### src/rtl/edge_arb_pkg.sv
// Shared types and sizing helpers for the edge event arbiter.
// The FALLING_EDGE_EN build option is handled in edge_event_arbiter.
package edge_arb_pkg;

  localparam int DEF_N   = 4;
  localparam int MAX_IDW = 4;

  typedef enum logic {
    EVT_RISE = 1'b0,
    EVT_FALL = 1'b1
  } evt_kind;

  // id is sized for the largest supported channel count (16)
  typedef struct packed {
    logic [MAX_IDW-1:0] id;
    evt_kind            kind;
  } evt_t;

  function automatic int id_width(input int n);
    return (n > 1) ? $clog2(n) : 1;
  endfunction

endpackage

### src/rtl/edge_det.sv
// One-bit edge detector on an input already synchronous to clk.
module edge_det (
  input  logic clk,
  input  logic reset,
  input  logic a,
  output logic rise,
  output logic fall
);

  logic a_prev;

  // a_prev clears on reset so a level already high afterwards counts as a rise
  always_ff @(posedge clk) begin
    if (reset) a_prev <= 1'b0;
    else       a_prev <= a;
  end

  assign rise = a & ~a_prev;
  assign fall = ~a & a_prev;

endmodule

### src/rtl/edge_event_arbiter.sv
// Captures per-channel edges as pending events and serves them round-robin on one
// valid/ready channel. Define FALLING_EDGE_EN to also capture falling edges.
module edge_event_arbiter
  import edge_arb_pkg::*;
#(
  parameter int N   = DEF_N,
  parameter int IDW = id_width(N)
) (
  input  logic           clk,
  input  logic           reset,
  input  logic [N-1:0]   a_i,
  output logic           evt_valid_o,
  input  logic           evt_ready_i,
  output logic [IDW-1:0] evt_id_o,
  output logic           evt_fall_o,
  output logic [N-1:0]   ovf_o,
  input  logic [N-1:0]   ovf_clr_i
);

`ifdef FALLING_EDGE_EN
  localparam int S = 2 * N;
`else
  localparam int S = N;
`endif
  localparam int SW = (S > 1) ? $clog2(S) : 1;

  logic [N-1:0]  rise;
  logic [N-1:0]  fall;
  logic [S-1:0]  src_edge;
  logic [S-1:0]  pending;
  logic [S-1:0]  taken;
  logic [S-1:0]  lost;
  logic [N-1:0]  ovf_set;
  logic [SW-1:0] start_ptr;
  logic [SW-1:0] win;
  logic          found;
  logic          load;
  evt_t          evt_q;

  function automatic logic [SW-1:0] wrap_add(input logic [SW-1:0] base, input int off);
    int t;
    t = int'(base) + off;
    if (t >= S) t = t - S;
    return SW'(t);
  endfunction

  function automatic evt_t make_evt(input logic [SW-1:0] src);
    evt_t e;
`ifdef FALLING_EDGE_EN
    e.id   = MAX_IDW'(src >> 1);
    e.kind = src[0] ? EVT_FALL : EVT_RISE;
`else
    e.id   = MAX_IDW'(src);
    e.kind = EVT_RISE;
`endif
    return e;
  endfunction

  for (genvar c = 0; c < N; c++) begin : g_det
    edge_det u_det (
      .clk   (clk),
      .reset (reset),
      .a     (a_i[c]),
      .rise  (rise[c]),
      .fall  (fall[c])
    );
  end

  // Sources interleave rise0, fall0, rise1, ... when falling edges are enabled
`ifdef FALLING_EDGE_EN
  always_comb begin
    src_edge = '0;
    ovf_set  = '0;
    for (int c = 0; c < N; c++) begin
      src_edge[2*c]   = rise[c];
      src_edge[2*c+1] = fall[c];
      ovf_set[c]      = lost[2*c] | lost[2*c+1];
    end
  end
`else
  wire unused_fall = ^fall;

  always_comb begin
    src_edge = rise;
    ovf_set  = lost;
  end
`endif

  always_comb begin
    found = 1'b0;
    win   = '0;
    for (int i = 0; i < S; i++) begin
      if (!found && pending[wrap_add(start_ptr, i)]) begin
        found = 1'b1;
        win   = wrap_add(start_ptr, i);
      end
    end
  end

  assign load  = !evt_valid_o || evt_ready_i;
  assign taken = (load && found) ? (S'(1) << win) : '0;
  assign lost  = src_edge & pending & ~taken;

  // An edge arriving while its source is being loaded re-arms pending without loss
  always_ff @(posedge clk) begin
    if (reset) begin
      pending     <= '0;
      evt_valid_o <= 1'b0;
      evt_q       <= '0;
      ovf_o       <= '0;
      start_ptr   <= '0;
    end else begin
      pending <= (pending & ~taken) | src_edge;
      ovf_o   <= (ovf_o & ~ovf_clr_i) | ovf_set;
      if (load) begin
        evt_valid_o <= found;
        if (found) begin
          evt_q     <= make_evt(win);
          start_ptr <= wrap_add(win, 1);
        end
      end
    end
  end

  assign evt_id_o   = IDW'(evt_q.id);
  assign evt_fall_o = (evt_q.kind == EVT_FALL);

endmodule

### config.mk
export PLATFORM = sky130hd
export DESIGN_NAME = edge_event_arbiter
export DESIGN_NICKNAME = d
export VERILOG_FILES = /design/src/rtl/edge_arb_pkg.sv /design/src/rtl/edge_det.sv /design/src/rtl/edge_event_arbiter.sv
export SDC_FILE = /design/constraint.sdc
export NUM_CORES = 1
export LEC_CHECK = 0
export BUFFER_PORTS_ARGS = -buffer_cell sky130_fd_sc_hd__buf_2
export CAP_MARGIN = 20
export CORE_ASPECT_RATIO = 0.9
export CORE_UTILIZATION = 45
export DETAILED_ROUTE_END_ITERATION = 8
export HOLD_SLACK_MARGIN = 0.03
export PLACE_DENSITY = 0.78
export SLEW_MARGIN = 10
export SYNTH_ARGS = -nofsm -noshare
export SYNTH_HDL_FRONTEND = slang
export SYNTH_SLANG_ARGS = --single-unit
### constraint.sdc
create_clock -name clk -period 1.7 [get_ports clk]
set_input_delay 0.085 -clock clk [delete_from_list [all_inputs] [get_ports clk]]
set_output_delay 0.085 -clock clk [all_outputs]
set_load 0.1 [all_outputs]
# Word level (Yosys, flattened, before mapping)
# Cells that the tools add are included.
# word_totals
ff_bits	17
output_inout_bits	8
# op_classes
shifts	1
n_lt_le_gt_ge	9
n_reduce_logical	10
bitwise	16
n_mux	22
add_sub_neg	9
# ops
operator	count
$mux 2	9
$and 4x4->4	4
$ge 3x3->1 const B	4
$lt 2x3->1 const B	4
$sub 2x1->2 const B	5
$bmux 1 s2	4
$mux 1	8
$not 4->4	2
$or 4x4->4	2
$add 2x1->3 const B	2
$add 2x2->3 const B	2
$and 1x1->1	4
$logic_and 1x1->1	4
$logic_not 1->1	4
$mux 4	1
$not 1->1	4
$shl 1x2->4 const A	1
$ge 2x3->1 const B	1
$reduce_and 2->1	1
$logic_or 1x1->1	1

# Logic depth before layout (Yosys ltp)
# Gate-level depths: netlist of the first run.
# depth
ltp_word	19
mapped_depth	8
mapped_depth_nobuf	8

# Hierarchy
# From an unflattened synthesis of the first run, not the netlist that was laid out.
# unflattened
cells_unflattened	95
area_unflattened_um2	824.5
# modules_own_cells
mod	instances	cells_each	seq_area_each_um2	area_per_inst_um2
edge_event_arbiter	1	79	260.2	669.4
edge_det	4	4	20.0	38.8

# Worst setup path before layout of the first run
# No wires, ideal clock.
# synth_timing
path_type	register to register
startpoint	register evt_valid_o
endpoint	register start_ptr[0]
arrival_time_ns	1.571
slack_ns	0.009
setup_ns	0.120
path_buffers	1
required_time_ns	1.580
path_stages_with_launch	6
path_cell_list	dfxtp_1 nand2b_1 buf_2 or2b_4 a21oi_1 o31a_1
# synth_between
elab_chain_len	3
# synth_lines
item	line_no	source
start, declared	edge_event_arbiter.sv:12	output logic evt_valid_o,
start signal, assigned	edge_event_arbiter.sv:116	evt_valid_o <= found;
$logic_not 1->1	edge_event_arbiter.sv:100	assign load = !evt_valid_o || evt_ready_i;
$logic_or 1x1->1	edge_event_arbiter.sv:100	
$reduce_and 2->1 (no source line)	-	
end signal, assigned	edge_event_arbiter.sv:119	start_ptr <= wrap_add(win, 1);
end, declared	edge_event_arbiter.sv:34	logic [SW-1:0] start_ptr;
# No other way between the ends.
# A chain may end at the register's enable or synchronous reset.

# Worst setup path in the final report of the first run
# layout_timing
startpoint	register pending[2]
endpoint	register ovf_o[2]
# layout_between
elab_chain_len	17
elab_cells_between_ends	29
cone_classes	1 x shift; 17 x mux; 4 x bitwise; 7 x reduce/logical
# layout_lines
item	line_no	source
start, declared	edge_event_arbiter.sv:30	logic [S-1:0] pending;
start signal, assigned	edge_event_arbiter.sv:113	pending <= (pending & ~taken) | src_edge;
$bmux 1 s2	edge_event_arbiter.sv:93	if (!found && pending[wrap_add(start_ptr, i)]) begin
$mux 1 (implied by the code)	edge_event_arbiter.sv:93	
$mux 1	edge_event_arbiter.sv:93	
$logic_not 1->1	edge_event_arbiter.sv:93	
$logic_and 1x1->1	edge_event_arbiter.sv:93	
$mux 1	edge_event_arbiter.sv:93	
$logic_not 1->1	edge_event_arbiter.sv:93	
$logic_and 1x1->1	edge_event_arbiter.sv:93	
$mux 1	edge_event_arbiter.sv:93	
$logic_not 1->1	edge_event_arbiter.sv:93	
$logic_and 1x1->1	edge_event_arbiter.sv:93	
$mux 2 or $mux 1 (tied branches)	edge_event_arbiter.sv:93	
$shl 1x2->4 or $logic_and 1x1->1 (tied branches)	edge_event_arbiter.sv:101	assign taken = (load && found) ? (S'(1) << win) : '0;
$mux 4	edge_event_arbiter.sv:101	
$not 4->4	edge_event_arbiter.sv:102	assign lost = src_edge & pending & ~taken;
$and 4x4->4 *	edge_event_arbiter.sv:102	
$or 4x4->4 *	edge_event_arbiter.sv:114	ovf_o <= (ovf_o & ~ovf_clr_i) | ovf_set;
end signal, assigned	edge_event_arbiter.sv:114	
end, declared	edge_event_arbiter.sv:16	output logic [N-1:0] ovf_o,
# Every way passes the cells marked *; elsewhere a longest branch is shown, timed or not. The select of a mux whose other input is x is not followed.

==> results of run 1 <==
==> critical path: cells and delay by family, from the launching register on <==
kind,cells,cell delay (ns)
fa+ha+maj,1,0.17
compound gates,3,0.36
simple gates,3,0.61
flops,1,0.35
buf+inv,1,0.16
==> area by class of cell <==
cell class	instances	area, sq um	share of cell area
multi-input cells	66	519	0.474
flip-flops and latches	17	353	0.322
repair buffers	26	153	0.139
well taps	24	30.0	0.0274
clock buffers	3	22.5	0.0205
inverters	3	11.3	0.0103
clock inverters	1	7.51	0.00685
==> where the power goes <==
| group | switching [mW] | internal [mW] | leakage, nW |
|---|---|---|---|
| clock network | 0.137 | 0.0894 | 0.0139 |
| registers | 0.0348 | 0.443 | 0.143 |
| logic | 0.344 | 0.204 | 0.303 |
| total | 0.516 | 0.737 | 0.459 |
==> state kept, by name, indices dropped and copies added, names as in the netlist <==
register            flops
pending                 4
evt_valid_o             1
g_det.u_det.a_prev      4
ovf_o                   4
evt_id_o                2
start_ptr               2
==> metal layers <==
layer | up-vias | global-route usage | wire length, um | part of all wire
li1 | 356 | - | - | -
met1 | 362 | 0.257 | 804 | 0.41
met2 | 36 | 0.322 | 998 | 0.51
met3 | 6 | 0.0259 | 92 | 0.047
met4 | 0 | 0.0882 | 54 | 0.028
met5 | - | 0 | 0 | 0
==> cell usage after synthesis <==
master and instances:
dfxtp_1 17, nor2b_1 13, nand2_1 10, a21oi_1 9
nor2_1 6, ha_1 4, nand2b_1 4, inv_1 3
a32o_1 2, buf_2 2, nand3b_1 2, nor3_1 2
o21ai_1 2, a211o_1 1, a21oi_2 1, and3_1 1
buf_4 1, clkbuf_1 1, conb_1 1, nand4b_1 1
nor4_4 1, o31a_1 1, o31ai_1 1, o32ai_2 1
o41ai_1 1, or2b_4 1, or3_1 1
==> layout by cell type (no fill, tap or decap), types with 2 or more instances in the layout <==
| cell type | count |
|---|---|
| clkbuf_4 | 3 |
| buf_2 | 17 |
| nor2b_4 | 3 |
| ha_1 | 3 |
| dfxtp_1 | 13 |
| a21oi_2 | 2 |
| a32o_1 | 2 |
| nand2_1 | 9 |
| nand3b_1 | 2 |
| dfxtp_4 | 3 |
| inv_1 | 2 |
| buf_4 | 9 |
| nand2b_1 | 4 |
| a21oi_1 | 7 |
| nor2b_1 | 10 |
| o21ai_2 | 2 |
| nor2_1 | 6 |
==> what timing repair did <==
item,4_1_cts,5_1_grt
hold buffers,0,0
resized for setup,12,13
pin swaps,4,7
setup buffers,2,3
hold endpoints to repair,0,0
setup endpoints to repair,6,8
==> worst paths after layout <==
path / startpoint / endpoint / cells past startpoint / slack, ns
worst max-delay path: pending[2] / ovf_o[2] / 8 / -0.002
worst min-delay path: a_i[2] / g_det[2].u_det.a_prev / 2 / 0.04
worst max register to register: pending[2] / ovf_o[2] / 8 / -0.002
worst min register to register: ovf_o[3] / ovf_o[3] / 1 / 0.49
==> logic make-up (layout without fill, tap and decap cells) <==
family | count (synthesis) | count (layout) | share of synthesized area
flip-flops | 17 | 17 | 0.422
AND/OR/NAND/NOR | 42 | 42 | 0.304
buffers and inverters | 7 | 33 | 0.0404
other | 1 | 1 | 0.00465
AO/OA/AOI/OAI | 19 | 19 | 0.166
adder cells (fa/ha/maj) | 4 | 4 | 0.0621
==> results.cfg, run 1 <==
[cells_and_area]
fin_cells = 140
drive_gt1_frac = 0.440
final_core_utilization = 0.652
fin_area_sq_um = 1100
n_fill_cell = 132
design.final.nets = 132
syn2layout_area_growth_pct = 36.0
antennaDiodeCount = 0

[pwr]
total_power_mw = 1.25
powerDensity_nw_per_um2 = 1140
worst_ir_drop_vdd_uv = 821
p_leak_nw = 0.459

[placement]
port_buffers = 17
pre_cts_ws_ns = -0.0358
dpl_cell_area_sq_um = 930
place_hpwl_um = 1160
place_inst = 131
gp_congestion = 0.895

[route]
drc = 0
wl_per_cell_um = 13.9
routed_wl_um = 1950
drt_first_iter_violations = 35
vias = 760
viasPerCell = 5.43
postRouteAntennaNets = 0
drt_pre_antenna_iters = 4

[worst_setup_path]
worstPathMaxFanout = 5
end_kind = flop
cp_data_arrival_time_ns = 1.93
critPathLaunchType = flop
path_cells = buf_4 -> a21oi_4 -> o21ai_2 -> or3_4 -> ha_4 -> nand2_2 -> nand4b_1 -> a21oi_2
cpPeakStageDelay_ns = 0.42
cp_slowest_cell = or3_4
path_class = reg2reg
required_ns = 1.93

[logic_synthesis]
ys_warn_count = 0
yosysTopAreaCellShare = 0.422
synthTopCellsByArea = dfxtp_1 42%, nor2b_1 10%, ha_1 6.2%
synthDistinctLibCells = 27
syn-num-nets = 105
syn_area_sq_um = 806
syn_area_per_cell_sq_um = 8.95
ys_ff_latch = 17
synth_top_area_cell = dfxtp_1
synthCells = 90
seq_area_frac_synth = 0.422

[global_route]
grt_start_max_net_pins = 20
grt_usage = 0.200
grt_pass1_wl_um = 2810
antenna_found_initial = 0
grt_pass1_vias = 661
gr-total-overflow = 0

[floorplanning]
initial_core_util = 0.479
die_h_um = 42.1
die_w_um = 46.6
die_area_sq_um = 1960
core_area_sq_um = 1680
rows = 14
ioPinCount = 19

[timing]
finClkSkew_ns = 0.00972
setup-violations-final = 1
finalHoldViolCount = 0
worst_slack_ns = -0.00210
fin_crit_sh = 1.00
period_needed_ns = 1.70
rsz0062_at_grt = yes
holdWs_ns = 0.0362
tns_ns = -0.00210
fmax_mhz = 588
slew_viol_final = 0

[min_path]
min_path_type = in2reg

[status]
failed_checks = negative setup slack
status = finished with violations

[clocking]
clk_latency_ns = 0.29
cts_tree = built
htreeDepth = 1
clockBufferDepth = 2
cts_buffers = 3
clkTransAtPathRegs_ns = 0.10
cts-root-buf = clkbuf_4
cts.sinks = 17

[flow_run]
drv_cap = 0
(Power assumes the default switching activity.)
==> inputs of run 2 (changes only) <==
--- a/config.mk
+++ b/config.mk
@@ -5,13 +5,16 @@
 export SDC_FILE = /design/constraint.sdc
 export NUM_CORES = 1
 export LEC_CHECK = 0
+export ABC_AREA = 1
 export BUFFER_PORTS_ARGS = -buffer_cell sky130_fd_sc_hd__buf_2
 export CAP_MARGIN = 20
 export CORE_ASPECT_RATIO = 0.9
-export CORE_UTILIZATION = 45
+export CORE_UTILIZATION = 48
 export DETAILED_ROUTE_END_ITERATION = 8
+export GPL_TIMING_DRIVEN = 0
 export HOLD_SLACK_MARGIN = 0.03
-export PLACE_DENSITY = 0.78
+export PLACE_DENSITY = 0.8
+export RECOVER_POWER = 50
 export SLEW_MARGIN = 10
 export SYNTH_ARGS = -nofsm -noshare
 export SYNTH_HDL_FRONTEND = slang
==> run 2 against run 1 <==
  * The run still ends with negative setup slack left
  * Critical path depth increased by 6
  * Global-route usage increased by 3.3 points
  * Maximum frequency decreased by 5.6%
  * Cell area increased by 38%
  * Clock skew decreased by 0.0075 ns
  * Count of clock-buffer cells in the layout unchanged
  * Combinational power increased to 4.4 times the previous value
  * Synthesized cell count increased by 64%
  * Core utilization increased by 13 points
  * Critical endpoint is now pending[3]
  * Largest power group unchanged
  * Highest routed layer unchanged
==> results.cfg, run 2 <==
[clocking]
clockBufferDepth = 2
cts_buffers = 3
htreeDepth = 1
clk_latency_ns = 0.29
cts-root-buf = clkbuf_4
cts.sinks = 17
clkTransAtPathRegs_ns = 0.10
cts_tree = built

[worst_setup_path]
r2r_cells = 14
path_class = reg2reg
end_kind = flop
worstPathMaxFanout = 5
cp_data_arrival_time_ns = 2.00
required_ns = 1.89
critPathLaunchType = flop

[route]
drt_first_iter_violations = 13
wl_per_cell_um = 12.5
vias = 1018
routed_wl_um = 2630
drc = 0
postRouteAntennaNets = 0
viasPerCell = 4.85
drt_pre_antenna_iters = 4

[floorplanning]
die_w_um = 50.1
ioPinCount = 19
die_area_sq_um = 2270
rows = 15
core_area_sq_um = 1930
die_h_um = 45.3
initial_core_util = 0.518

[global_route]
grt_usage = 0.233
gr-total-overflow = 0
grt_start_max_net_pins = 11
grt_pass1_vias = 914
antenna_found_initial = 0
grt_pass1_wl_um = 3910

[pwr]
p_leak_nw = 0.752
p_int_mw = 1.44
clkPwrFrac = 0.070
powerDensity_nw_per_um2 = 2090
switching_power_mw = 1.73
switching_share = 0.547
worst_ir_drop_vdd_uv = 1710
power_frac_comb = 0.758
p_seq_frac = 0.172

[cells_and_area]
antennaDiodeCount = 0
largestRegisters = g_det.u_det.a_prev: 4 flops, ovf_o: 4 flops, pending: 4 flops
final_common_cell = nand2_1
layout_common_cells = 28 x nand2_1, 19 x inv_1, 15 x nand2_4, 15 x buf_2
design.final.nets = 201
syn2layout_area_growth_pct = 51.6
n_fill_cell = 110
drive_gt1_frac = 0.470
final_core_utilization = 0.785

[timing]
tightest_slew_ns = 0.543
fmax_mhz = 555
slew_headroom = 0.639
tns_ns = -0.526
setup-violations-final = 9
rsz0062_at_grt = yes
finClkSkew_ns = 0.00220
slew_viol_final = 0
fin_crit_sh = 1.06
worst_slack_ns = -0.103
finalHoldViolCount = 0
period_needed_ns = 1.80

[logic_synthesis]
synthDistinctLibCells = 22
synthArstFlopShare = 0
synth_compound_area_frac = 0.0700
syn_area_per_cell_sq_um = 6.76
synthAdderAreaFrac = 0.0500
synth_top_area_cell = dfxtp_1
yosysTopAreaCellShare = 0.340
synthXorXnorAreaFrac = 0
synth_top_family_by_area = simple AND/OR/NAND/NOR gates
yosysMostFrequentCell = nand2_1
ys_ff_latch = 17
syn_area_sq_um = 1000
synthCells = 148
synthFlopType = dfxtp_1
synth_edf_count = 0
synthSimpleGateAreaFrac = 0.413
synth_mux_area_frac = 0
seq_area_frac_synth = 0.340
synthTopCellsByArea = dfxtp_1 34%, nand2_1 17%, inv_1 8.3%
syn-num-nets = 163
ys_warn_count = 0
ys_top_cells_by_count = 44 x nand2_1, 22 x inv_1, 17 x dfxtp_1, 13 x nor2_1, 12 x nand3_1

[placement]
place_hpwl_um = 1440
gp_congestion = 0.908
port_buffers = 17

[flow_run]
drv_cap = 0

[min_path]
worstHoldPathCells = 4
min_path_type = in2reg

[status]
failed_checks = negative setup slack
status = finished with violations
## run 2: timing repair
action | 4_1_cts | 5_1_grt
endpoints found under the setup margin | 9 | 12
hold endpoints to repair | 9 | 0
hold buffers | 9 | 0
gates cloned | 1 | 0
buffers inserted | 4 | 2
pin swaps | 20 | 11
gates resized for setup | 34 | 25
## run 2: path summary, 6_finish.rpt
| kind | start | end | slack [ns] |
|---|---|---|---|
| worst min-delay path | reset | start_ptr[1] | 0.11 |
| worst max register to register | start_ptr[0] | pending[3] | -0.10 |
| worst min register to register | evt_id_o[0] | evt_id_o[0] | 0.47 |
| worst max-delay path | start_ptr[0] | pending[3] | -0.10 |
## run 2: cells by family after synthesis
group / after synthesis
simple gates: 84
fa+ha+maj: 4
compound gates: 14
buf+inv: 28
other cells: 1
flops: 17
## run 2: through the flow
step / std cells / instance area (sq um) / setup WS (ns) / power [mW] / hold slack (ns)
global route: 210 / 1520 / -0.168 / 3.38 / 0.144
finish: 210 / 1520 / -0.103 / 3.17 / 0.108
floorplan: 148 / 1010 / 0.0220 / 1.85 / 0.154
global placement: 190 / 1120 / -0.111 / 2.05 / 0.294
CTS: 208 / 1400 / -0.0477 / 2.83 / 0.0880
detailed placement: 190 / 1120 / -0.154 / 2.09 / 0.303
## run 2: final cells by class
class / instances / area (sq um) / area share
multi-input cells: 103 / 748 / 0.493
flip-flops and latches: 17 / 348 / 0.229
repair buffers: 33 / 229 / 0.151
inverters: 25 / 111 / 0.0734
well taps: 25 / 31.3 / 0.0206
clock buffers: 3 / 22.5 / 0.0148
plain buffers: 3 / 22.5 / 0.0148
clock inverters: 1 / 5.00 / 0.00330
## run 2: layer usage
layer	global-route usage	wire [um]
met1	0.272	1060
met2	0.421	1390
met3	0.0101	84
met4	0.154	95
met5	0	0
## run 2: worst max-delay path: stages (launching register included)
cell	delay, ns
dfxtp_2	0.34
buf_2	0.14
nand2_1	0.12
nand2_4	0.08
nand2_4	0.10
nand2_4	0.07
nor2_8	0.12
nand2_1	0.09
nand3_2	0.10
nand2_4	0.08
inv_4	0.08
ha_4	0.12
nand3_2	0.11
nand2_1	0.10
a21oi_1	0.06
## run 2: power by group through the flow
stage | Clock (mW) | Sequential (mW) | Combinational, mW
4_1_cts | 0.227 | 0.542 | 2.06
2_1_floorplan | 0 | 0.779 | 1.07
3_5_place_dp | 0 | 0.533 | 1.55
5_1_grt | 0.239 | 0.558 | 2.58
6_report | 0.221 | 0.547 | 2.40
3_3_place_gp | 0 | 0.530 | 1.52
